--- config.mk ---
export PLATFORM = sky130hd
export DESIGN_NAME = seven_segment_chain_ctrl
export DESIGN_NICKNAME = d
export VERILOG_FILES = /design/src/rtl/seven_segment_pkg.sv /design/src/rtl/seven_segment_encoder.sv /design/src/rtl/seven_segment_chain_ctrl.sv
export SDC_FILE = /design/constraint.sdc
export NUM_CORES = 1
export LEC_CHECK = 0
export CORE_MARGIN = 2
export CORE_UTILIZATION = 51
export CTS_BUF_LIST = sky130_fd_sc_hd__clkbuf_8
export CTS_CLUSTER_DIAMETER = 60
export DETAILED_ROUTE_END_ITERATION = 10
export PLACE_DENSITY = 0.7
export SKIP_LAST_GASP = 1
export SYNTH_ARGS = -nofsm -noshare
export SYNTH_HDL_FRONTEND = slang
export SYNTH_SLANG_ARGS = --single-unit
--- constraint.sdc ---
create_clock -name clock -period 2.8 [get_ports clock]
set_input_delay 0.42 -clock clock [delete_from_list [all_inputs] [get_ports clock]]
set_output_delay 0.42 -clock clock [all_outputs]
set_load 0.05 [all_outputs]
--- src/rtl/seven_segment_pkg.sv ---
// Shared definitions for seven-segment display blocks: display types,
// hex segment table and the chain controller state encoding.
package seven_segment_pkg;

  localparam logic [7:0] TYPE_RAW = 8'h00;
  localparam logic [7:0] TYPE_HEX = 8'h01;

  typedef enum logic [2:0] {
    ST_IDLE,
    ST_LOAD,
    ST_SHIFT,
    ST_LATCH,
    ST_DONE
  } state_t;

  // Segments a..g in bits 0..6, active-high.
  function automatic logic [6:0] hex_segments(input logic [3:0] nib);
    logic [6:0] seg;
    case (nib)
      4'h0: seg = 7'h3F;
      4'h1: seg = 7'h06;
      4'h2: seg = 7'h5B;
      4'h3: seg = 7'h4F;
      4'h4: seg = 7'h66;
      4'h5: seg = 7'h6D;
      4'h6: seg = 7'h7D;
      4'h7: seg = 7'h07;
      4'h8: seg = 7'h7F;
      4'h9: seg = 7'h6F;
      4'hA: seg = 7'h77;
      4'hB: seg = 7'h7C;
      4'hC: seg = 7'h39;
      4'hD: seg = 7'h5E;
      4'hE: seg = 7'h79;
      default: seg = 7'h71;
    endcase
    return seg;
  endfunction

endpackage

--- src/rtl/seven_segment_encoder.sv ---
// Combinational encoder: one 16-bit buffer entry (type in [15:8], data in [7:0])
// to an 8-bit segment pattern with dp in bit 7.
module seven_segment_encoder
  import seven_segment_pkg::*;
(
  input  logic [15:0] entry,
  output logic [7:0]  seg
);

  always_comb begin
    seg = 8'h00;
    case (entry[15:8])
      TYPE_RAW: seg = entry[7:0];
      TYPE_HEX: seg = {entry[7], hex_segments(entry[3:0])};
      default:  seg = 8'h00;
    endcase
  end

endmodule

--- src/rtl/seven_segment_chain_ctrl.sv ---
// Digit buffer plus frame sequencer that shifts encoded patterns out over a
// data / shift-clock / latch chain whenever the buffer has changed.
module seven_segment_chain_ctrl
  import seven_segment_pkg::*;
#(
  parameter int N_DIGITS = 4,
  parameter int CLK_DIV  = 4,
  parameter int ADDR_W   = (N_DIGITS > 1) ? $clog2(N_DIGITS) : 1
) (
  input  logic              clock,
  input  logic              resetn,
  input  logic              wr_en,
  input  logic [ADDR_W-1:0] wr_addr,
  input  logic [15:0]       wr_data,
  output logic              busy,
  output logic              done,
  output logic              ser_data,
  output logic              ser_clk,
  output logic              ser_latch
);

  localparam int PH_W = (CLK_DIV > 1) ? $clog2(CLK_DIV) : 1;

  logic [15:0]       buffer [N_DIGITS];
  state_t            state_reg, state_next;
  logic              dirty_reg, dirty_next;
  logic [PH_W-1:0]   phase_reg, phase_next;
  logic              half_reg, half_next;
  logic [2:0]        bit_reg, bit_next;
  logic [ADDR_W-1:0] idx_reg, idx_next;
  logic [7:0]        shreg_reg, shreg_next;
  logic              busy_next, done_next, ser_data_next, ser_clk_next, ser_latch_next;
  logic              wr_valid;
  logic              phase_last;
  logic [15:0]       cur_entry;
  logic [7:0]        cur_seg;

  assign wr_valid   = wr_en && (int'(wr_addr) < N_DIGITS);
  assign phase_last = (phase_reg == PH_W'(CLK_DIV - 1));
  assign cur_entry  = buffer[idx_reg];

  seven_segment_encoder u_encoder (
    .entry (cur_entry),
    .seg   (cur_seg)
  );

  always_ff @(posedge clock) begin
    if (!resetn) begin
      for (int i = 0; i < N_DIGITS; i++) buffer[i] <= '0;
    end else if (wr_valid) begin
      buffer[wr_addr] <= wr_data;
    end
  end

  always_comb begin
    state_next = state_reg;
    dirty_next = dirty_reg;
    phase_next = phase_reg;
    half_next  = half_reg;
    bit_next   = bit_reg;
    idx_next   = idx_reg;
    shreg_next = shreg_reg;
    case (state_reg)
      ST_IDLE: begin
        if (dirty_reg) begin
          dirty_next = 1'b0;
          idx_next   = ADDR_W'(N_DIGITS - 1);
          state_next = ST_LOAD;
        end
      end
      ST_LOAD: begin
        shreg_next = cur_seg;
        phase_next = '0;
        half_next  = 1'b0;
        bit_next   = 3'd0;
        state_next = ST_SHIFT;
      end
      ST_SHIFT: begin
        if (!phase_last) begin
          phase_next = phase_reg + PH_W'(1);
        end else if (!half_reg) begin
          phase_next = '0;
          half_next  = 1'b1;
        end else begin
          // End of the high phase: falling ser_clk, advance to the next bit.
          phase_next = '0;
          half_next  = 1'b0;
          shreg_next = {shreg_reg[6:0], 1'b0};
          bit_next   = bit_reg + 3'd1;
          if (bit_reg == 3'd7) begin
            if (idx_reg == '0) begin
              state_next = ST_LATCH;
            end else begin
              idx_next   = idx_reg - ADDR_W'(1);
              state_next = ST_LOAD;
            end
          end
        end
      end
      ST_LATCH: begin
        if (phase_last) begin
          phase_next = '0;
          state_next = ST_DONE;
        end else begin
          phase_next = phase_reg + PH_W'(1);
        end
      end
      ST_DONE: state_next = ST_IDLE;
      default: state_next = ST_IDLE;
    endcase
    // A write landing in the same cycle as the IDLE decision keeps dirty set.
    if (wr_valid) dirty_next = 1'b1;

    busy_next      = (state_next != ST_IDLE);
    done_next      = (state_next == ST_DONE);
    ser_data_next  = (state_next == ST_SHIFT) && shreg_next[7];
    ser_clk_next   = (state_next == ST_SHIFT) && half_next;
    ser_latch_next = (state_next == ST_LATCH);
  end

  always_ff @(posedge clock) begin
    if (!resetn) begin
      state_reg <= ST_IDLE;
      dirty_reg <= 1'b1;
      phase_reg <= '0;
      half_reg  <= 1'b0;
      bit_reg   <= 3'd0;
      idx_reg   <= '0;
      shreg_reg <= 8'h00;
      busy      <= 1'b0;
      done      <= 1'b0;
      ser_data  <= 1'b0;
      ser_clk   <= 1'b0;
      ser_latch <= 1'b0;
    end else begin
      state_reg <= state_next;
      dirty_reg <= dirty_next;
      phase_reg <= phase_next;
      half_reg  <= half_next;
      bit_reg   <= bit_next;
      idx_reg   <= idx_next;
      shreg_reg <= shreg_next;
      busy      <= busy_next;
      done      <= done_next;
      ser_data  <= ser_data_next;
      ser_clk   <= ser_clk_next;
      ser_latch <= ser_latch_next;
    end
  end

endmodule

==> key figures <==
Worst hold path
  – Min-delay worst type: flip-flop to flip-flop
  – Min-delay src: bit_reg[1]

Timing
  – Fin. Hold Viols: 0
  – RSZ-0062 raised after global routing: no
  – Final worst path period need: 2.50 ns
  – TNS Setup: 0 ns
  – Final setup fails: 0
  – Worst-margin pin slew: 0.580 ns
  – Final period util: 89.4%
  – Max Freq: 0.399 GHz
  – Slew HR: 60.9%
  – Max Transition Viols Final: 0
  – Clk_skew: 0.0127 ns

Critical path
  – Req. time, crit path: 3.07 ns
  – CP cell instances: mux4_1 -> ha_1 -> or3b_2 -> o2111ai_1 -> o21ai_0 -> o21ai_1
  – Worst path bufs/invs: 0
  – Worst path slowest cell: mux4_1
  – Crit path depth: 6
  – Internal reg-to-reg setup slack: 0.30 ns
  – Critical Path Fanout Max: 8
  – Critical Path AT: 2.77 ns
  – CP top delay family: multiplexers
  – Crit. End Element: flip-flop
  – Worst R2R End: shreg_reg[0]
  – Critical Path Max Stage Delay: 0.72 ns
  – Crit Path Class: flip-flop to flip-flop
  – End of the critical path: shreg_reg[0]
  – R2R cell count: 6
  – Startpoint Class: flip-flop

Clock tree
  – Root buf cell: clkbuf_8
  – CTS tree: built
  – Clock buffer depth: 2
  – Number of buffers created by CTS: 9
  – Post-cts hold buffer count: 0
  – Post-CTS Resized: 0
  – H-tree levels: 3
  – Num Clock Sinks: 91
  – Worst-Skew Late Latency: 0.35 ns
  – # Post-CTS Setup Buffers: 0
  – Clk slew on worst S/H paths: 0.08 ns

Yosys
  – Fraction of the yosys area taken by sequential cells: 58.2%
  – Mapped Avg Cell Area: 12.2 um2
  – Netlist Area Pre-Place: 4230 um2
  – Synth warn: 0
  – Synth area leaders: edfxtp_1 45%, dfxtp_1 13%, and2_1 7.7%
  – Number of cells produced by synthesis: 346
  – Largest area contributor in the netlist: edfxtp_1
  – Asr flop ratio synth: 0%
  – Syn nets: 377
  – Netlist cell types: 46
  – Post-synth EDFFs: 64
  – Synth Flop Type: edfxtp_1
  – Post-synthesis register bit count: 91
  – Synth top area share: 45.4%
  – Most instantiated cells after synthesis: 64 x edfxtp_1, 52 x and2_1, 27 x dfxtp_1
  – Most common cell in the netlist: edfxtp_1

Die
  – Full die area: 9040 um2
  – Die W: 95.1 um
  – Core area: 8130 um2
  – Die Ht: 95.1 um
  – Ports: 26
  – Row Count: 33
  – Initial Util: 52.0%

GRT
  – First-pass GRT wire length: 12.4 mm
  – Largest net degree at the start of global routing: 38
  – Initial antenna violation count: 0
  – GRT overflow: 0
  – Global-route usage over all layers: 18.4%
  – Vias in the first global route: 2478

Drt
  – Residual DRC: 0
  – Wire length per cell: 15.8 um
  – Initial DRC Count: 85
  – Total vias in the final route: 2618
  – Vias per cell: 5.42
  – Remaining antenna violation count: 0
  – DR pass1 iterations: 4
  – Drt total wl: 7.65 mm

Layout
  – Max reg flops: 64
  – Antenna diode count: 0
  – Final #Nets: 404
  – Layout cells sized above 1: 8.73%
  – Synthesis-to-layout area growth: 11.9%

Pwr
  – Leakage: 1.82 nW
  – Pwr/cell area: 587 nW/um2
  – Peak VDD IR: 0.373 mV
  – Tot Pwr: 2.78 mW

Place
  – HPWL after DPL: 5.23 mm
  – IO buf count: 25
  – Gp weighted congestion: 0.843

Flow run
  – Max Cap Viol: 0

Run status
  – Status: finished, final reports clean
## worst min-delay path by stage
stage / to / slack (ns) / cells after the start
5_1_grt: bit_reg[1] / 0.49 / 2
6_report: bit_reg[1] / 0.47 / 2
3_3_place_gp: bit_reg[2] / 0.44 / 2
2_1_floorplan: bit_reg[1] / 0.44 / 2
4_1_cts: bit_reg[1] / 0.48 / 2
3_5_place_dp: bit_reg[1] / 0.46 / 2
## worst reg2reg max path: stages, from the launching register on
cell and delay (ns):
dfxtp_1 0.60, mux4_1 0.72, ha_1 0.29, or3b_2 0.47, o2111ai_1 0.11, o21ai_0 0.11
o21ai_1 0.14
## final cells by class
cell class / count / area [um2]
flip-flops and latches: 91 / 2460
inverters: 11 / 41.3
clock inverters: 7 / 37.5
repair buffers: 35 / 325
multi-input cells: 225 / 1620
clock buffers: 9 / 124
well taps: 105 / 131
fillers: 649 / 3400
## routing by layer
layer	up-vias	GRT usage, %	routed length, um
met2	46	29.9	3660
li1	1317	-	-
met3	12	4.90	263
met4	0	6.52	145
met5	-	0	0
met1	1243	23.9	3580
## cells in the final DEF, fill, tap and decap left out, types with 3 or more instances in the layout
cell / instances
edfxtp_1: 64
and2_1: 52
dfxtp_1: 27
nand2_1: 26
clkdlybuf4s50_1: 25
and3_1: 21
o21ai_0: 14
inv_1: 13
a21oi_1: 12
nand3_1: 11
nor2_1: 10
ha_1: 10
buf_4: 10
clkbuf_8: 9
mux4_1: 7
nor4_1: 6
nor3_1: 5
nor3b_1: 4
nand2b_1: 4
mux2i_1: 4
mux4_2: 3
or3b_2: 3
nor2b_1: 3
o2bb2ai_1: 3
## per-stage QoR
step	instance area, um2	hold slack (ns)	cells	setup WS, ns	util, %
5_1_grt	4740	0.489	483	0.155	58.2
4_1_cts	4740	0.476	483	0.278	58.2
6_report	4740	0.473	483	0.296	58.2
3_3_place_gp	4580	0.444	467	0.355	56.3
3_5_place_dp	4580	0.465	467	0.319	56.3
2_1_floorplan	4230	0.436	346	0.609	-
## report_power, final
part	switching [mW]	internal [mW]	leakage (nW)
sequential	0.0508	1.53	0.842
clock	0.422	0.311	0.0852
combinational	0.251	0.217	0.893
total	0.723	2.06	1.82
## cells by family (layout without fill, tap and decap cells)
| group | after synthesis | in the layout | share of synthesized area (%) |
|---|---|---|---|
| simple gates | 153 | 153 | 20.6 |
| mux | 17 | 17 | 7.77 |
| flops | 91 | 91 | 58.2 |
| buf+inv | 30 | 62 | 3.67 |
| fa+ha+maj | 10 | 10 | 2.96 |
| xor+xnor | 1 | 1 | 0.207 |
| compound gates | 44 | 44 | 6.59 |
Power figures use the tool's default switching activity.
==> patch 1 (same settings) <==
The parameter `CLK_DIV` goes from 4 to 2.
--- a/src/rtl/seven_segment_chain_ctrl.sv
+++ b/src/rtl/seven_segment_chain_ctrl.sv
@@ -6,3 +6,3 @@
   parameter int N_DIGITS = 4,
-  parameter int CLK_DIV  = 4,
+  parameter int CLK_DIV  = 2,
   parameter int ADDR_W   = (N_DIGITS > 1) ? $clog2(N_DIGITS) : 1
Behaviour: not the same (Yosys sat finds a counterexample within 10 cycles, from zero or initial values and one cycle with resetn low).
==> patch 1 against the unedited design <==
Routed wire length is 6.6% higher. Maximum frequency is 14% higher. First-iteration DRC count is 39% higher. Sequential cell count is 1 lower. Cell area is 1.4% higher. Critical path depth stayed put. Setup slack better by 0.30 ns. Power is 11% higher. Synthesized area is 1.1% lower. Highest routed layer unchanged.
==> patch 1: results (changes against the unedited design) <==
metric,value,unit,change
layout-drive-gt1-share,0.120,,+0.0330
whs_endpoint,shreg_reg[0],,
synth_fp_nets,368,,-2.4%
use_met1,0.276,,+0.0361
ys_types,55,,+20%
grtUsageMet2,0.326,,+0.0263
hp-start,shreg_reg[0],,
wl_met1,3740,um,+4.4%
drtIter0Drc,118,,+39%
reg2reg_to,shreg_reg[6],,
leakagePower,1.77,nW,-3.0%
wl_met3,365,um,+39%
arrival,2.47,ns,-0.30 ns
cpLargestDelayFamily,multiplexers,,
skew,0.00851,ns,-0.00420 ns
wl_per_cell,17.0,um,+7.5%
slowest_delay,0.64,ns,-0.08 ns
gp_congestion,0.809,,-4.0%
slowest_stage,mux4_2,,
grt_pass1_wl,13400,um,+8.5%
nets,399,,-1.2%
cts_resized,0,,unchanged
vias,2719,,+3.9%
ir_worst_vdd,0.000443,V,+19%
crit_fanout,7,,-1
status,"finished, final reports clean",,
seq_area_frac_synth,0.584,,+0.00183
synth_area_leaders,"edfxtp_1 46%, dfxtp_1 12%, and2_1 7.6%",,
grt_max_degree,30,,-21%
worst_pin_slew,0.491,ns,-0.0894 ns
grt_util_all_layers,0.203,,+0.0186
dp_hpwl,5610,um,+7.3%
r2r_setup_slack,0.60,ns,+0.30 ns
synthTopCellsByCount,"64 x edfxtp_1, 51 x and2_1, 26 x dfxtp_1",,
grt_use_met3,0.0479,,-0.00113
postCtsSetupBuffers,0,,unchanged
hold_ws,0.509,ns,+0.0362 ns
routed-wl-met2,3990,um,+8.9%
dp_slack,0.624,ns,+0.305 ns
-- patch 1: cell types whose count changed in the layout (fill, tap and decap cells not counted), moves of 4 or more --
cell and change:
nand2_1 -9, inv_1 -5, mux4_1 -7, nand3_1 -6, buf_4 +4, mux4_2 +5, a22oi_1 +7, and3_1 -4
o21ai_0 -8
-- patch 1: tightest hold or removal path: stages, from the launching register on --
cell and delay [ns]:
dfxtp_1 0.33, nand2_1 0.06, a221oi_1 0.07
-- patch 1: how the worst max path moves through the flow --
stage,slack (ns),depth (start not counted),endpoint,from
2_1_floorplan,0.85,7,shreg_reg[6],register
3_3_place_gp,0.65,6,shreg_reg[6],register
4_1_cts,0.59,6,shreg_reg[6],register
3_5_place_dp,0.62,6,shreg_reg[6],register
6_report,0.60,6,shreg_reg[6],register
5_1_grt,0.47,6,shreg_reg[6],register
-- patch 1: logic make-up after synthesis --
logic type      count (synthesis)  share of synthesized area
compound gates                 56                     0.0957
fa+ha+maj                       9                     0.0269
mux                            17                     0.0670
simple gates                  140                      0.200
flops                          90                      0.584
buf+inv                        26                     0.0269
-- patch 1: area by class of cell --
cell class | count | area (sq um)
multi-input combinational | 222 | 1630
clock inverter | 7 | 92.6
fill | 696 | 3290
clock buffer | 9 | 124
tap | 105 | 131
sequential | 90 | 2440
inverter | 7 | 26.3
timing repair buffer | 39 | 355
-- patch 1: power by group --
part / internal, W / switching (W)
combinational: 0.000241 / 0.000291
sequential: 0.00152 / 0.0000590
clock: 0.000501 / 0.000463
-- patch 1: metrics by stage --
step                power (W)  std cells  instance area [sq um]
floorplan             0.00199        338                   4190
finish                0.00308        479                   4800
global placement      0.00213        463                   4590
CTS                   0.00310        479                   4800
global route          0.00321        479                   4800
detailed placement    0.00215        463                   4590
==> patch 2 (same flow settings) <==
Made on the original files. The output `busy` loses its register stage (`busy` becomes a continuous assignment).
--- a/src/rtl/seven_segment_chain_ctrl.sv
+++ b/src/rtl/seven_segment_chain_ctrl.sv
@@ -129,3 +129,2 @@
       shreg_reg <= 8'h00;
-      busy      <= 1'b0;
       done      <= 1'b0;
@@ -142,3 +141,2 @@
       shreg_reg <= shreg_next;
-      busy      <= busy_next;
       done      <= done_next;
@@ -150,2 +148,4 @@
 
+  assign busy = busy_next;
+
 endmodule
Function: changed (a bounded check fails within 4 cycles, from zero or initial values and one cycle with resetn low).
==> patch 2 against the unedited design <==
Synthesized area shrank 2.0%. Clock skew decreased by 0.0051 ns. Sequential cell count shrank 1. Routed wire length rose by 2.0%. Maximum frequency fell by 0.34%. Power grew 12%. Cell area is 0.34% higher. Global-route usage is 0.87 points higher. Setup slack got worse by 0.0087 ns. Critical endpoint is now shreg_reg[3].
==> patch 2: results (changes against the unedited design) <==
metric,value,unit,change
avgSynthCellArea,12.5,sq um,+2.4%
nets,394,,-2.5%
wl_per_cell,16.6,um,+4.9%
pg_comb,0.000466,W,about the same
synth_area_leaders,"edfxtp_1 46%, dfxtp_1 13%, and2_1 7.2%",,
leakagePower,1.78,nW,-2.1%
endpoint,shreg_reg[3],,
placed_area,4510,sq um,-1.5%
slowest_delay,0.69,ns,-0.03 ns
slowest_stage,dfxtp_1,,
switchingPower,0.000781,W,+8.0%
worst_pin_slew,0.569,ns,-0.0114 ns
path_clk_slew,0.10,ns,+0.02 ns
ys_types,51,,+11%
power_frac_clock,0.347,,+0.084
layout-drive-gt1-share,0.122,,+0.0350
crit_fanout,9,,+1
drtIter0Drc,137,,+61%
arrival,2.79,ns,+0.02 ns
synthTopCellsByCount,"64 x edfxtp_1, 48 x and2_1, 26 x dfxtp_1",,
cts_resized,0,,unchanged
status,"finished, final reports clean",,
dp_hpwl,5190,um,-0.79%
grt_util_all_layers,0.193,,+0.00873
synth_fp_nets,362,,-4.0%
grt_pass1_vias,2571,,+3.8%
clock_latency,0.36,ns,
min_period,2.51,ns,+0.00867 ns
ir_worst_vdd,0.000275,V,-26%
whs_endpoint,shreg_reg[0],,
clk-power,0.00108,W,+48%
grt_max_degree,26,,-32%
vias_per_cell,5.55,,+2.5%
fin_cells,470,,-2.7%
gp_congestion,0.794,,-5.7%
hp-start,shreg_reg[0],,
dpl.cell_count,454,,-2.8%
n_fill_cell,631,,-2.8%
cts_buffers,9,,unchanged
dp_slack,0.268,ns,-0.0511 ns
-- patch 2: per-layer routing --
layer  wire length, um  GRT usage  up-vias
met1              3630      0.261     1247
li1                  -          -     1298
met4               108     0.0664        0
met5                 0          0        -
met2              3750      0.312       53
met3               327     0.0385       12
-- patch 2: cell type report --
cell class,count,area [sq um],area share
clock inverter,7,124,0.0261
sequential,90,2440,0.514
clock buffer,9,124,0.0261
tap,102,128,0.0268
timing repair buffer,37,338,0.0711
inverter,7,26.3,0.00553
multi-input combinational,218,1570,0.331
-- patch 2: per-stage QoR --
step	hold WS, ns	util
floorplan	0.436	-
global placement	0.443	0.577
detailed placement	0.453	0.577
CTS	0.465	0.609
global route	0.491	0.609
finish	0.463	0.609
-- patch 2: kinds of logic (layout without fill, tap and decap cells) --
kind of cell	count (synthesis)	in the layout	share of synthesized area
buf+inv	23	60	0.0320
simple gates	146	146	0.208
mux	16	16	0.0712
fa+ha+maj	10	10	0.0302
compound gates	45	45	0.0679
flops	90	90	0.589
xor+xnor	1	1	0.00211
